File: src/rtl/packet_tx_scheduler.sv
// Packet transmit scheduler: serialises preamble, sync byte and payload MSB-first over a valid/ready bit link.
// Build option: define PKT_TX_CRC8_EN to append a CRC-8 (poly 0x07) byte computed over the payload.
module packet_tx_scheduler #(
  parameter int         PACKET_WIDTH     = 8,
  parameter int         PREAMBLE_BYTES   = 2,
  parameter logic [7:0] PREAMBLE_PATTERN = 8'h55,
  parameter logic [7:0] SYNC_WORD        = 8'hD3
) (
  input  logic                         clk,
  input  logic                         reset,
  input  logic [PACKET_WIDTH-1:0][7:0] sys_packet,
  input  logic                         send,
  input  logic                         bit_ready,
  output logic                         bit_out,
  output logic                         bit_valid,
  output logic                         busy,
  output logic                         tx_done,
  output logic                         overrun
);

  localparam int MAX_BYTES = (PACKET_WIDTH > PREAMBLE_BYTES) ? PACKET_WIDTH : PREAMBLE_BYTES;
  localparam int BYTE_W    = $clog2(MAX_BYTES + 1);
  localparam int IDX_W     = (PACKET_WIDTH > 1) ? $clog2(PACKET_WIDTH) : 1;

  typedef enum logic [2:0] {
    IDLE,
    PREAMBLE,
    SYNC,
    PAYLOAD,
`ifdef PKT_TX_CRC8_EN
    CRC,
`endif
    DONE
  } state_t;

  state_t                         state;
  state_t                         adv_state;
  logic [PACKET_WIDTH-1:0][7:0]   shadow;
  logic [PACKET_WIDTH-1:0][7:0]   pending;
  logic [PACKET_WIDTH-1:0][7:0]   load_src;
  logic                           pending_full;
  logic [2:0]                     bit_cnt;
  logic [BYTE_W-1:0]              byte_cnt;
  logic [IDX_W-1:0]               idx;
  logic [IDX_W-1:0]               idx_next;
  logic [7:0]                     cur_byte;
  logic [7:0]                     next_byte;
  logic                           last_byte;
  logic                           xfer;
  logic                           start;

`ifdef PKT_TX_CRC8_EN
  logic [7:0] crc_reg;
  logic [7:0] crc_next;

  function automatic logic [7:0] crc_step(input logic [7:0] c, input logic b);
    return {c[6:0], 1'b0} ^ ((c[7] ^ b) ? 8'h07 : 8'h00);
  endfunction

  // Folding in the bit currently on the wire gives the final CRC on the last payload transfer.
  assign crc_next = crc_step(crc_reg, bit_out);
`endif

  assign xfer     = bit_valid && bit_ready;
  assign idx      = byte_cnt[IDX_W-1:0];
  assign idx_next = idx + IDX_W'(1);
  // A DONE cycle restarts immediately from the pending slot, or from a packet arriving that cycle.
  assign start    = (state == IDLE && send) || (state == DONE && (pending_full || send));
  assign load_src = (state == DONE && pending_full) ? pending : sys_packet;

  always_comb begin
    cur_byte  = 8'h00;
    next_byte = 8'h00;
    last_byte = 1'b1;
    adv_state = state;
    case (state)
      PREAMBLE: begin
        cur_byte  = PREAMBLE_PATTERN;
        last_byte = (byte_cnt == BYTE_W'(PREAMBLE_BYTES - 1));
        next_byte = last_byte ? SYNC_WORD : PREAMBLE_PATTERN;
        adv_state = SYNC;
      end
      SYNC: begin
        cur_byte  = SYNC_WORD;
        next_byte = shadow[0];
        adv_state = PAYLOAD;
      end
      PAYLOAD: begin
        cur_byte  = shadow[idx];
        last_byte = (byte_cnt == BYTE_W'(PACKET_WIDTH - 1));
`ifdef PKT_TX_CRC8_EN
        next_byte = last_byte ? crc_next : shadow[idx_next];
        adv_state = CRC;
`else
        next_byte = shadow[idx_next];
        adv_state = DONE;
`endif
      end
`ifdef PKT_TX_CRC8_EN
      CRC: begin
        cur_byte  = crc_reg;
        adv_state = DONE;
      end
`endif
      default: ;
    endcase
  end

  always_ff @(posedge clk or negedge reset) begin
    if (!reset) begin
      state        <= IDLE;
      shadow       <= '0;
      pending      <= '0;
      pending_full <= 1'b0;
      bit_cnt      <= 3'd0;
      byte_cnt     <= '0;
      bit_out      <= 1'b0;
      bit_valid    <= 1'b0;
      busy         <= 1'b0;
      tx_done      <= 1'b0;
      overrun      <= 1'b0;
`ifdef PKT_TX_CRC8_EN
      crc_reg      <= 8'h00;
`endif
    end else begin
      tx_done <= 1'b0;
      if (start) begin
        state     <= PREAMBLE;
        shadow    <= load_src;
        bit_valid <= 1'b1;
        busy      <= 1'b1;
        bit_out   <= PREAMBLE_PATTERN[7];
        bit_cnt   <= 3'd0;
        byte_cnt  <= '0;
`ifdef PKT_TX_CRC8_EN
        crc_reg   <= 8'h00;
`endif
        if (state == DONE && pending_full) begin
          if (send) pending <= sys_packet;
          else      pending_full <= 1'b0;
        end
      end else if (state == DONE) begin
        state <= IDLE;
        busy  <= 1'b0;
      end else if (state != IDLE) begin
        if (send) begin
          if (!pending_full) begin
            pending      <= sys_packet;
            pending_full <= 1'b1;
          end else begin
            overrun <= 1'b1;
          end
        end
        if (xfer) begin
`ifdef PKT_TX_CRC8_EN
          if (state == PAYLOAD) crc_reg <= crc_next;
`endif
          if (bit_cnt != 3'd7) begin
            bit_cnt <= bit_cnt + 3'd1;
            bit_out <= cur_byte[3'd6 - bit_cnt];
          end else begin
            bit_cnt <= 3'd0;
            if (!last_byte) begin
              byte_cnt <= byte_cnt + BYTE_W'(1);
              bit_out  <= next_byte[7];
            end else begin
              byte_cnt <= '0;
              state    <= adv_state;
              if (adv_state == DONE) begin
                bit_valid <= 1'b0;
                bit_out   <= 1'b0;
                tx_done   <= 1'b1;
              end else begin
                bit_out <= next_byte[7];
              end
            end
          end
        end
      end
    end
  end

endmodule

File: config.mk
export PLATFORM = sky130hd
export DESIGN_NAME = packet_tx_scheduler
export DESIGN_NICKNAME = d
export VERILOG_FILES = /design/src/rtl/packet_tx_scheduler.sv
export SDC_FILE = /design/constraint.sdc
export NUM_CORES = 1
export LEC_CHECK = 0
export BUFFER_PORTS_ARGS = -buffer_cell sky130_fd_sc_hd__buf_4
export CAP_MARGIN = 25
export CORE_UTILIZATION = 60
export CTS_CLUSTER_SIZE = 20
export DETAILED_ROUTE_END_ITERATION = 12
export GPL_TIMING_DRIVEN = 0
export PLACE_DENSITY = 0.79
export SYNTH_ARGS = -nofsm -noshare
export SYNTH_HDL_FRONTEND = slang
export SYNTH_SLANG_ARGS = --single-unit
File: constraint.sdc
create_clock -name clk -period 3.4 [get_ports clk]
set_input_delay 0.85 -clock clk [delete_from_list [all_inputs] [get_ports clk]]
set_output_delay 0.85 -clock clk [all_outputs]
set_load 0.05 [all_outputs]
# Word-level counts from Yosys, hierarchy flattened
# Cells that the tools add are included.
# totals
output_inout_bits	5
regBits	144
# op_classes
n_bitwise	2
mux	65
order_cmp	3
eq_ne	15
reduce_logical	25
add_sub_neg	4
# ops
operator	n
two-way mux 64 bit	8
binary-select mux 8 bit (select 3 bit)	2
case mux 8 bit (3 select lines)	2
two-way mux 3 bit	11
two-way mux 1 bit	30
two-way mux 4 bit	6
two-way mux 8 bit	3
nonzero test 2 bit	7
less-than comparator 3 x 4 -> 1 bit (second input constant)	3
AND reduction 6 bit	2
nonzero test 3 bit	4
AND reduction 5 bit	2
case mux 3 bit (3 select lines)	1
inequality test 2 bit (second input constant)	4
AND reduction 4 bit	2
adder 3 x 1 -> 3 bit (second input constant)	2
== test 3 x 2 -> 1 bit (second input constant)	2
== test 3 bit (second input constant)	2
inequality test 3 bit (second input constant)	2
adder 4 x 1 -> 4 bit (second input constant)	1
== test 4 x 1 -> 1 bit (second input constant)	1
== test 4 x 3 -> 1 bit (second input constant)	1
logical AND 1 bit	4
inequality test 2 x 1 -> 1 bit (second input constant)	2
other kinds (8)	10

# Logic depth before layout (Yosys ltp)
# Gate-level depths: netlist (run 1).
# depth
depth_word	11
mapped_depth	9
depth_no_buf	8

# Worst setup path before layout (run 1)
# Ideal clock, no wire load.
# synth_timing
path_kind	input-to-reg
from	input send
to	register pending[0] in the netlist's numbering
t_arrival_ns	2.090
path_buffers	2
required_time_ns	3.275
path_stages	7
path_slack_ns	1.185
path_cell_list	a21oi_1 nor2_2 ha_1 o21bai_4 buf_12 buf_12 mux2_4
# synth_via
elab_chain_cells	5
elab_cells_between_ends	12
# synth_lines
item	line_no	text
start, declared	12	input logic send,
logical OR 1 bit	68	assign start = (state == IDLE && send) || (state == DONE && (pending_full || send));
logical AND 1 bit	68	
logical OR 1 bit (*)	68	
net start	50	logic start;
inequality test 2 x 1 -> 1 bit (no line) (tied with other cells)	--	
AND reduction 6 bit (no line)	--	
end signal, assigned	139	if (send) pending <= sys_packet;
end signal, assigned	148	pending <= sys_packet;
end, declared	39	logic [PACKET_WIDTH-1:0][7:0] pending;
# The timed path passes the listed nets; every way through them passes the cells marked *.
# A chain may end at the register's enable or synchronous reset.

# Worst setup path after layout (run 1)
# layout_timing
from	register byte_cnt[1]
to	register bit_out
# layout_via
elab_chain_cells	11
elab_cells_between_ends	20
# layout_lines
item	line_no	text
start, declared	43	logic [BYTE_W-1:0] byte_cnt;
start signal, assigned	164	byte_cnt <= byte_cnt + BYTE_W'(1);
adder 3 x 1 -> 3 bit	66	assign idx_next = idx + IDX_W'(1);
binary-select mux 8 bit (select 3 bit)	95	next_byte = shadow[idx_next];
two-way mux 8 bit (implied by the code)	95	
case mux 8 bit (3 select lines)	76	case (state)
two-way mux 1 bit	169	if (adv_state == DONE) begin
two-way mux 1 bit	163	if (!last_byte) begin
two-way mux 1 bit (*)	158	if (bit_cnt != 3'd7) begin
two-way mux 1 bit (*)	154	if (xfer) begin
two-way mux 1 bit (*)	145	end else if (state != IDLE) begin
two-way mux 1 bit (*)	142	end else if (state == DONE) begin
two-way mux 1 bit (*)	127	if (start) begin
end signal, assigned	132	bit_out <= PREAMBLE_PATTERN[7];
end signal, assigned	160	bit_out <= cur_byte[3'd6 - bit_cnt];
end signal, assigned	165	bit_out <= next_byte[7];
end, declared	14	output logic bit_out,
# Every way passes the cells marked *; elsewhere a longest branch is shown, timed or not. The select of a mux whose other input is x is not followed.

==> run summary, run 1 <==
GP Congestion: 0.930
CP Buf/Inv Count: 2
Final HPWL DP: 12.1 mm
critical path's top delay family: multiplexers
Seq pwr share: 43.6%
Clk pin slew, worst setup/hold paths: 60 ps
worst-case reg-to-reg path depth: 9
kind of critical path: register to register
Via Count: 5111
Hold Buf Count CTS: 0
CTS root buf: clkbuf_16
Cell Area, Synth: 0.00727 mm2
LEAKAGE: 4.24 nW
Synth-to-Final Area Change: 18.5%
vias in the first global route: 5411
HP Class: primary input to async pin
Total Routing Usage GR: 30.4%
post-route ant nets: 0
status: finished, violations left
yosys warns: 0
# Post-CTS Setup Buffers: 0
post_cts resized: 0
Antenna Cells: 0
drc violations: 1
Worst slew margin: 61.7%
ys async rst share: 100%
commonest cells after routing, fill and taps aside: dfrtp_1, nand2_1, mux2i_1, o21ai_0, buf_4
top-area cell type share of the netlist area: 49.5%
syn_nets: 659
first-pass GRT wire length: 28.8 mm
Mapped Cells: 585
DR WL/cell: 20.9 um
Synth cell types: 49
startpoint types: register
layout cells sized above 1: 30.1%
grt ovf: 0
non-filler cells, final: 833
cell row count: 39
I/O pin cnt: 73
Internal: 4.56 mW
starting density of the core: 62.6%
Cell Pwr Density: 772 mW/mm2
Synth Register Bits: 144
worst-path maximum fanout: 10
Die Y: 112 um
top post-synthesis cells by area: dfrtp_1, mux2_4, mux2i_1
switching share of power: 31.4%
DIE WIDTH: 112 um
Setup WS pre-CTS: 873 ps
MaxCap Viol Count: 0
setup slack after layout: 1030 ps
most common cell after layout, fill and taps aside: dfrtp_1
Sw Pwr: 2.09 mW
area leader, netlist: dfrtp_1
CP max-delay cell: dfrtp_1
Required @ worst endpoint: 3700 ps
RSZ-0062 raised after global routing: no
CTS Buf Count: 17
full die area: 0.0126 mm2
DRT iter0 DRCs: 323
sequential fraction of the synthesis area: 49.5%
largest net degree at the start of global routing: 85
CTS Buffer Depth: 2
Hold Violations, Final: 0
DR pass1 iterations: 9
clk sink count: 144
failing checks: design-rule violations
VDD IR max: 557 uV
period utilization: 69.6%
Worst Tran Pin Value: 574 ps
antenna violations before repair: 0
Setup Skew: 5.51 ps
core area: 0.0116 mm2
Synth Area per Inst: 12.4 um2
final setup vio count: 0
Vias/cell: 6.14
Final Max Tran Viols: 0
dpl cells: 801
Arr. time, crit path: 2660 ps
Clk Latency, worst-skew pair: 430 ps
Port-buffer cells: 72
Most used DFF post-synth: dfrtp_1
CP peak stage delay: 480 ps
nets@finish: 751
CP Capture Type: register
clock power share: 27.9%
WL final: 17.4 mm
Comb pwr share: 28.5%
fin crit period: 2370 ps
Critical Path Stages: 9
H-tree levels: 4
EDFF count, synth: 0
fmax: 423 MHz
CTS tree: yes
TNS Setup: 0 ps
CP cell instances: buf_2 -> inv_1 -> ha_1 -> mux4_1 -> mux2_2 -> a21oi_2 -> mux2i_1 -> a32oi_1 -> a31oi_1
cell usage after synthesis (2+ instances only):
cell type and count:
a31oi_1 7, a221oi_1 3, mux4_1 5, clkbuf_1 19
o21a_1 2, nor2b_1 4, buf_2 10, mux2i_1 79
mux2_2 8, a22oi_1 6, nor2_1 10, inv_1 3
a21oi_1 6, buf_6 4, o21ai_0 78, nand3_1 4
nor3b_1 3, nand2_1 79, or2_1 2, mux4_2 6
nor3_1 4, mux2_4 60, buf_12 7, ha_1 6
xnor2_1 2, dfrtp_1 144, or3_1 2
path summary, 6_finish.rpt:
check | from | to | slack, ps
worst min register to register | overrun | overrun | 460
worst min-delay path | reset | shadow[47] | 400
worst max-delay path | byte_cnt[1] | bit_out | 1030
min in group clk | overrun | overrun | 460
worst max register to register | byte_cnt[1] | bit_out | 1030
max in group asynchronous | reset | shadow[42] | 2200
worst register-to-register path, cell delays in order, from the launching register on:
cell and delay (ps):
dfrtp_1 480, buf_2 290, inv_1 80, ha_1 340, mux4_1 300, mux2_2 280
a21oi_2 130, mux2i_1 90, a32oi_1 200, a31oi_1 60
registers in the layout (all words and copies together), names as in the netlist:
name,cells
byte_cnt,4
tx_done,1
state,3
bit_out,1
bit_valid,1
overrun,1
pending_full,1
shadow,64
busy,1
bit_cnt,3
pending,64
cells by family after synthesis:
group	Yosys count	synth area share [%]
flip-flops	144	49.5
multiplexers	158	28.2
buffers and inverters	44	4.47
XOR/XNOR	2	0.241
AO/OA/AOI/OAI	115	9.48
AND/OR/NAND/NOR	116	7.07
adder cells (fa/ha/maj)	6	1.03
area by class of cell:
| type | count | area [um2] |
|---|---|---|
| multi-input combinational | 397 | 3340 |
| tap | 143 | 179 |
| fill | 771 | 3000 |
| inverter | 3 | 11.3 |
| clock buffer | 21 | 480 |
| buffer | 41 | 314 |
| sequential | 144 | 3600 |
| clock inverter | 11 | 111 |
| timing repair buffer | 73 | 572 |
power groups by stage:
| stage | clock [mW] | combinational [mW] | sequential [mW] |
|---|---|---|---|
| final | 1.85 | 1.90 | 2.90 |
| after floorplan | 0 | 1.38 | 2.73 |
| after global routing | 1.95 | 2.07 | 2.96 |
| after CTS | 1.87 | 1.89 | 2.88 |
| after global placement | 0 | 1.78 | 2.85 |
| after detailed placement | 0 | 1.87 | 2.89 |
routing by layer:
layer	global-route usage (%)	share of wire (%)	vias to the layer above
li1	-	-	2288
met1	39.2	43	2636
met5	0	0	-
met4	10.4	1.9	0
met3	7.67	5.4	26
met2	50.4	50	161
through the flow:
stage               utilization, %  total power, mW  hold WS [ps]  cell area [um2]
floorplan                        -             4.11           444             7270
global placement              68.8             4.63           455             7990
detailed placement            69.1             4.76           458             8020
CTS                           74.2             6.64           419             8620
global route                  74.2             6.98           430             8620
finish                        74.2             6.65           403             8620
No activity file was read; power rests on OpenSTA's default activity.
==> run 2, diff against run 1 <==
- CORE_UTILIZATION: 60 -> 59
- PLACE_DENSITY: 0.79 -> 0.78
- clock period: 3.4 -> 2.2 ns (I/O delays scaled with it)
==> run 2 against run 1 <==
Effect of this change: the flow now finishes without violations; global-route usage down 0.99 points; register-to-register slack lost 970 ps; combinational power increased by 57%; sequential power grew 54%; non-clock buffer count increased by 1; utilization decreased by 2.0 points; maximum frequency increased by 11%; critical path type unchanged; via count fell by 2.0%; clock skew is 3.1 ps higher; wire length shrank 1.1%; final cell count grew 0.48%; clock-buffer cell count is 1 higher.
==> run summary, run 2 (synthesized netlist as in run 1, its figures left out) <==
status: complete, no violations
RSZ-0062 raised after global routing: no
CTS tree: yes
FF-to-FF setup slack: 60 ps
layout cells sized above 1: 31.2%
CTS Buf Count: 17
MaxCap Viol Count: 0
Setup WS pre-CTS: -252 ps
I/O pin cnt: 73
nets@finish: 752
Via Count: 5007
Clk pin slew, worst setup/hold paths: 60 ps
Clk Latency, worst-skew pair: 420 ps
WL final: 17.2 mm
post-route ant nets: 0
largest net degree at the start of global routing: 98
commonest cells after routing, fill and taps aside: dfrtp_1, nand2_1, o21ai_0, mux2i_1, buf_4
starting density of the core: 60.6%
full die area: 0.0128 mm2
Required @ worst endpoint: 2490 ps
fin crit period: 2140 ps
worst-case reg-to-reg path depth: 7
Cell Pwr Density: 1190 mW/mm2
Placed Area: 0.00803 mm2
Final Max Tran Viols: 0
fmax: 467 MHz
Hold Violations, Final: 0
H-tree levels: 4
vias in the first global route: 5325
Port-buffer cells: 72
kind of critical path: register to register
DR WL/cell: 20.5 um
Tot Pwr: 10.3 mW
hold_ws: 54.9 ps
VDD IR max: 700 uV
HP Class: primary input to async pin
first-pass GRT wire length: 28.3 mm
dpl cells: 805
Total Routing Usage GR: 29.4%
Hold Buf Count CTS: 0
CP cell instances: buf_6 -> mux4_1 -> mux2_2 -> a21oi_2 -> mux2i_1 -> a32oi_1 -> a31oi_1
GP Congestion: 0.894
Synth-to-Final Area Change: 19.2%
biggest regs: pending x64, shadow x64, byte_cnt x4
TNS Setup: 0 ps
CP Capture Type: register
non-filler cells, final: 837
Worst slew margin: 64.5%
reg2reg end: bit_out
core area: 0.0120 mm2
clk sink count: 144
CTS Buffer Depth: 2
Antenna Cells: 0
setup slack after layout: 59.1 ps
final setup vio count: 0
CP max-delay cell: mux4_1
Vias/cell: 5.98
DRT iter0 DRCs: 292
Arr. time, crit path: 2430 ps
grt ovf: 0
Critical Path Start: byte_cnt[0]
antenna violations before repair: 0
Die Y: 113 um
drc violations: 0
startpoint types: register
LEAKAGE: 4.25 nW
Final HPWL DP: 11.9 mm
Setup Skew: 8.58 ps
cell row count: 40
DR pass1 iterations: 5
Layout Utilization: 72.2%
period utilization: 97.3%
# fillers: 844
CTS root buf: clkbuf_16
worst-path maximum fanout: 10
Worst Tran Pin Value: 533 ps
critical register-to-register path startpoint: byte_cnt[0]
DIE WIDTH: 113 um
final instance area: 0.00867 mm2
most common cell after layout, fill and taps aside: dfrtp_1
CP peak stage delay: 590 ps
==> run 2: repair_timing <==
| action | 4_1_cts | 5_1_grt |
|---|---|---|
| endpoints found under the setup margin | 64 | 63 |
| pin swaps | 1 | 0 |
| gates resized for setup | 3 | 10 |
| setup buffers | 2 | 0 |
==> run 2: worst max path at each step <==
| stage | slack, ps | cells after the start | to |
|---|---|---|---|
| after floorplan | 100 | 9 | bit_out |
| after detailed placement | -250 | 9 | bit_out |
| after global placement | -160 | 9 | bit_out |
| after global routing | 10 | 7 | bit_out |
| final | 60 | 7 | bit_out |
| after CTS | 3 | 9 | bit_out |
==> run 2: layer usage <==
layer | GRT usage [%] | up-vias | share of wire, %
met5 | 0 | - | 0
met1 | 37.7 | 2519 | 43
met2 | 48.7 | 161 | 49
met4 | 11.3 | 0 | 2.6
met3 | 6.80 | 41 | 4.7
li1 | - | 2286 | -
==> run 2: worst max-delay path, delay by kind of cell (launching register included) <==
family / cells / cell delay [ps]
AOI/OAI and AO/OA: 3 / 420
buffers and inverters: 1 / 200
DFF: 1 / 430
muxes: 3 / 960
==> run 2: cell type report <==
cell class | instances | area, um2 | area share, %
flip-flops and latches | 144 | 3610 | 41.6
multi-input cells | 397 | 3370 | 38.9
repair buffers | 75 | 587 | 6.77
well taps | 147 | 184 | 2.12
clock inverters | 9 | 105 | 1.21
inverters | 3 | 11.3 | 0.130
clock buffers | 22 | 484 | 5.58
plain buffers | 40 | 323 | 3.72
==> run 2: report_power, final <==
part / total [mW] / internal, mW / switching (mW)
registers: 4.47 / 3.69 / 0.782
clock network: 2.87 / 1.78 / 1.09
logic: 2.99 / 1.64 / 1.35
total: 10.3 / 7.11 / 3.23
==> run 3, diff against run 2 <==
--- a/config.mk
+++ b/config.mk
@@ -9,3 +9,5 @@
 export CAP_MARGIN = 25
-export CORE_UTILIZATION = 59
+export CELL_PAD_IN_SITES_DETAIL_PLACEMENT = 1
+export CELL_PAD_IN_SITES_GLOBAL_PLACEMENT = 1
+export CORE_UTILIZATION = 48
 export CTS_CLUSTER_SIZE = 20
--- a/constraint.sdc
+++ b/constraint.sdc
@@ -3,2 +3,2 @@
 set_output_delay 0.55 -clock clk [all_outputs]
-set_load 0.05 [all_outputs]
+set_load 0.02 [all_outputs]
==> run 3 against run 2 <==
Effect of this change: setup slack gained 32 ps; clock-buffer cell count decreased by 2; largest power group unchanged; wire length rose by 20%; the run now ends with design-rule violations left; critical path depth rose by 1.
==> run summary, run 3 (synthesized netlist as in run 1, its figures left out) <==
status: finished, violations left
failing checks: design-rule violations
Internal: 7.43 mW
CP peak stage delay: 440 ps
CTS tree: yes
DIE WIDTH: 125 um
multi-input logic area: 0.00338 mm2
Worst slew margin: 49.5%
Comb pwr share: 28.6%
I/O pin cnt: 73
Layout Utilization: 60.4%
drc violations: 4
Cell Pwr Density: 1230 mW/mm2
GR Util met1: 35.2%
Clk pin slew, worst setup/hold paths: 60 ps
Via Count: 5075
HP Class: primary input to async pin
Die Y: 125 um
Clk Latency, worst-skew pair: 430 ps
post-route ant nets: 0
# fillers: 1455
final setup vio count: 0
Final HPWL DP: 13.6 mm
largest net degree at the start of global routing: 79
Worst Tran Pin Value: 758 ps
H-tree levels: 4
cell mode on critical path: a31oi_1
grt peak-use layer: met2
FF+latch area: 0.00361 mm2
VDD IR max: 795 uV
CP Capture Type: register
CTS Buf Count: 17
fmax: 474 MHz
Seq pwr share: 41.6%
startpoint types: register
core area: 0.0146 mm2
MaxCap Viol Count: 0
most common cell after layout, fill and taps aside: dfrtp_1
worst-path maximum fanout: 10
Total Routing Usage GR: 27.8%
Antenna Cells: 0
fin crit period: 2110 ps
WL final: 20.6 mm
dpl cells: 842
vias in the first global route: 5728
DRT iter0 DRCs: 370
Synth-to-Final Area Change: 21.7%
nets@finish: 756
Port-buffer cells: 72
DR pass1 iterations: 10
Hold Buf Count CTS: 0
period utilization: 95.9%
clock power share: 29.7%
commonest cells after routing, fill and taps aside: dfrtp_1, nand2_1, mux2i_1, o21ai_0, buf_4
GP Congestion: 0.836
antenna violations before repair: 0
CTS Buffer Depth: 2
worst-case reg-to-reg path depth: 8
LEAKAGE: 4.31 nW
met3 usage: 5.61%
Setup Skew: 11.6 ps
full die area: 0.0156 mm2
first-pass GRT wire length: 32.8 mm
Required @ worst endpoint: 2500 ps
CP cell instances: buf_8 -> buf_2 -> mux2i_1 -> a22oi_1 -> a31oi_1 -> nor2_1 -> o22ai_1 -> a31oi_1
layout cells sized above 1: 31.9%
clk sink count: 144
Tot Pwr: 10.9 mW
CTS root buf: clkbuf_16
DR WL/cell: 23.4 um
met2 Use GR: 47.1%
CP max-delay cell: dfrtp_2
TNS Setup: 0 ps
Arr. time, crit path: 2410 ps
Sw Pwr: 3.44 mW
cell row count: 44
Hold Violations, Final: 0
starting density of the core: 49.7%
kind of critical path: register to register
non-filler cells, final: 879
Final Max Tran Viols: 0
Vias/cell: 5.77
switching share of power: 31.6%
biggest regs: pending x64, shadow x64, byte_cnt x4
grt ovf: 0
[run 3: cell count changes in the layout (fill, tap and decap cells not counted), moves of 3 or more]
cell / previous run / this run
buf_4: 73 / 77
buf_6: 7 / 4
bufinv_16: 2 / 5
clkbuf_8: 4 / 1
[run 3: critical path, delay by kind of cell (launching register included)]
kind	cells	cell delay, ps
simple gates	1	60
flops	1	440
compound gates	4	620
buf+inv	2	510
mux	1	360
[run 3: final timing paths]
kind | from | slack [ps] | end
worst max-delay path | byte_cnt[0] | 90 | bit_out
worst max register to register | byte_cnt[0] | 90 | bit_out
min in group clk | sys_packet[11] | 360 | pending[11]
max in group asynchronous | reset | 1210 | pending[27]
worst min-delay path | reset | 180 | pending[31]
worst min register to register | overrun | 470 | overrun
[run 3: routing by layer]
metal | wire length, um | share of wire [%] | vias to the layer above
li1 | - | - | 2296
met1 | 8890 | 43 | 2644
met2 | 10500 | 51 | 108
met3 | 791 | 3.8 | 27
met4 | 426 | 2.1 | 0
met5 | 0 | 0 | -
[run 3: timing repair]
action                     CTS  global route
buffers inserted             3             4
pin swaps                    1             1
setup endpoints to repair   68            77
gates cloned                 0             1
resized for setup            5            14
[run 3: final cells by class]
| class | count | share of cell area, % |
|---|---|---|
| clock inverters | 12 | 2.32 |
| multi-input cells | 397 | 38.1 |
| well taps | 184 | 2.60 |
| flip-flops and latches | 144 | 40.7 |
| clock buffers | 20 | 5.05 |
| repair buffers | 81 | 7.48 |
| plain buffers | 38 | 3.55 |
| inverters | 3 | 0.127 |
[run 3: power groups by stage]
stage	clock network (mW)	logic (mW)	registers [mW]
floorplan	0	2.13	4.17
global placement	0	2.74	4.43
detailed placement	0	2.89	4.51
CTS	3.26	2.99	4.49
global route	3.36	3.37	4.61
finish	3.23	3.11	4.52
[run 3: stage by stage]
step                      hold slack (ps)  setup WS (ps)  area, um2
after floorplan                       254            104       7270
after global placement                454           -182       8040
after detailed placement              466           -250       8080
after CTS                             200           12.0       8760
after global routing                  217          -9.27       8850
final                                 177           90.7       8850
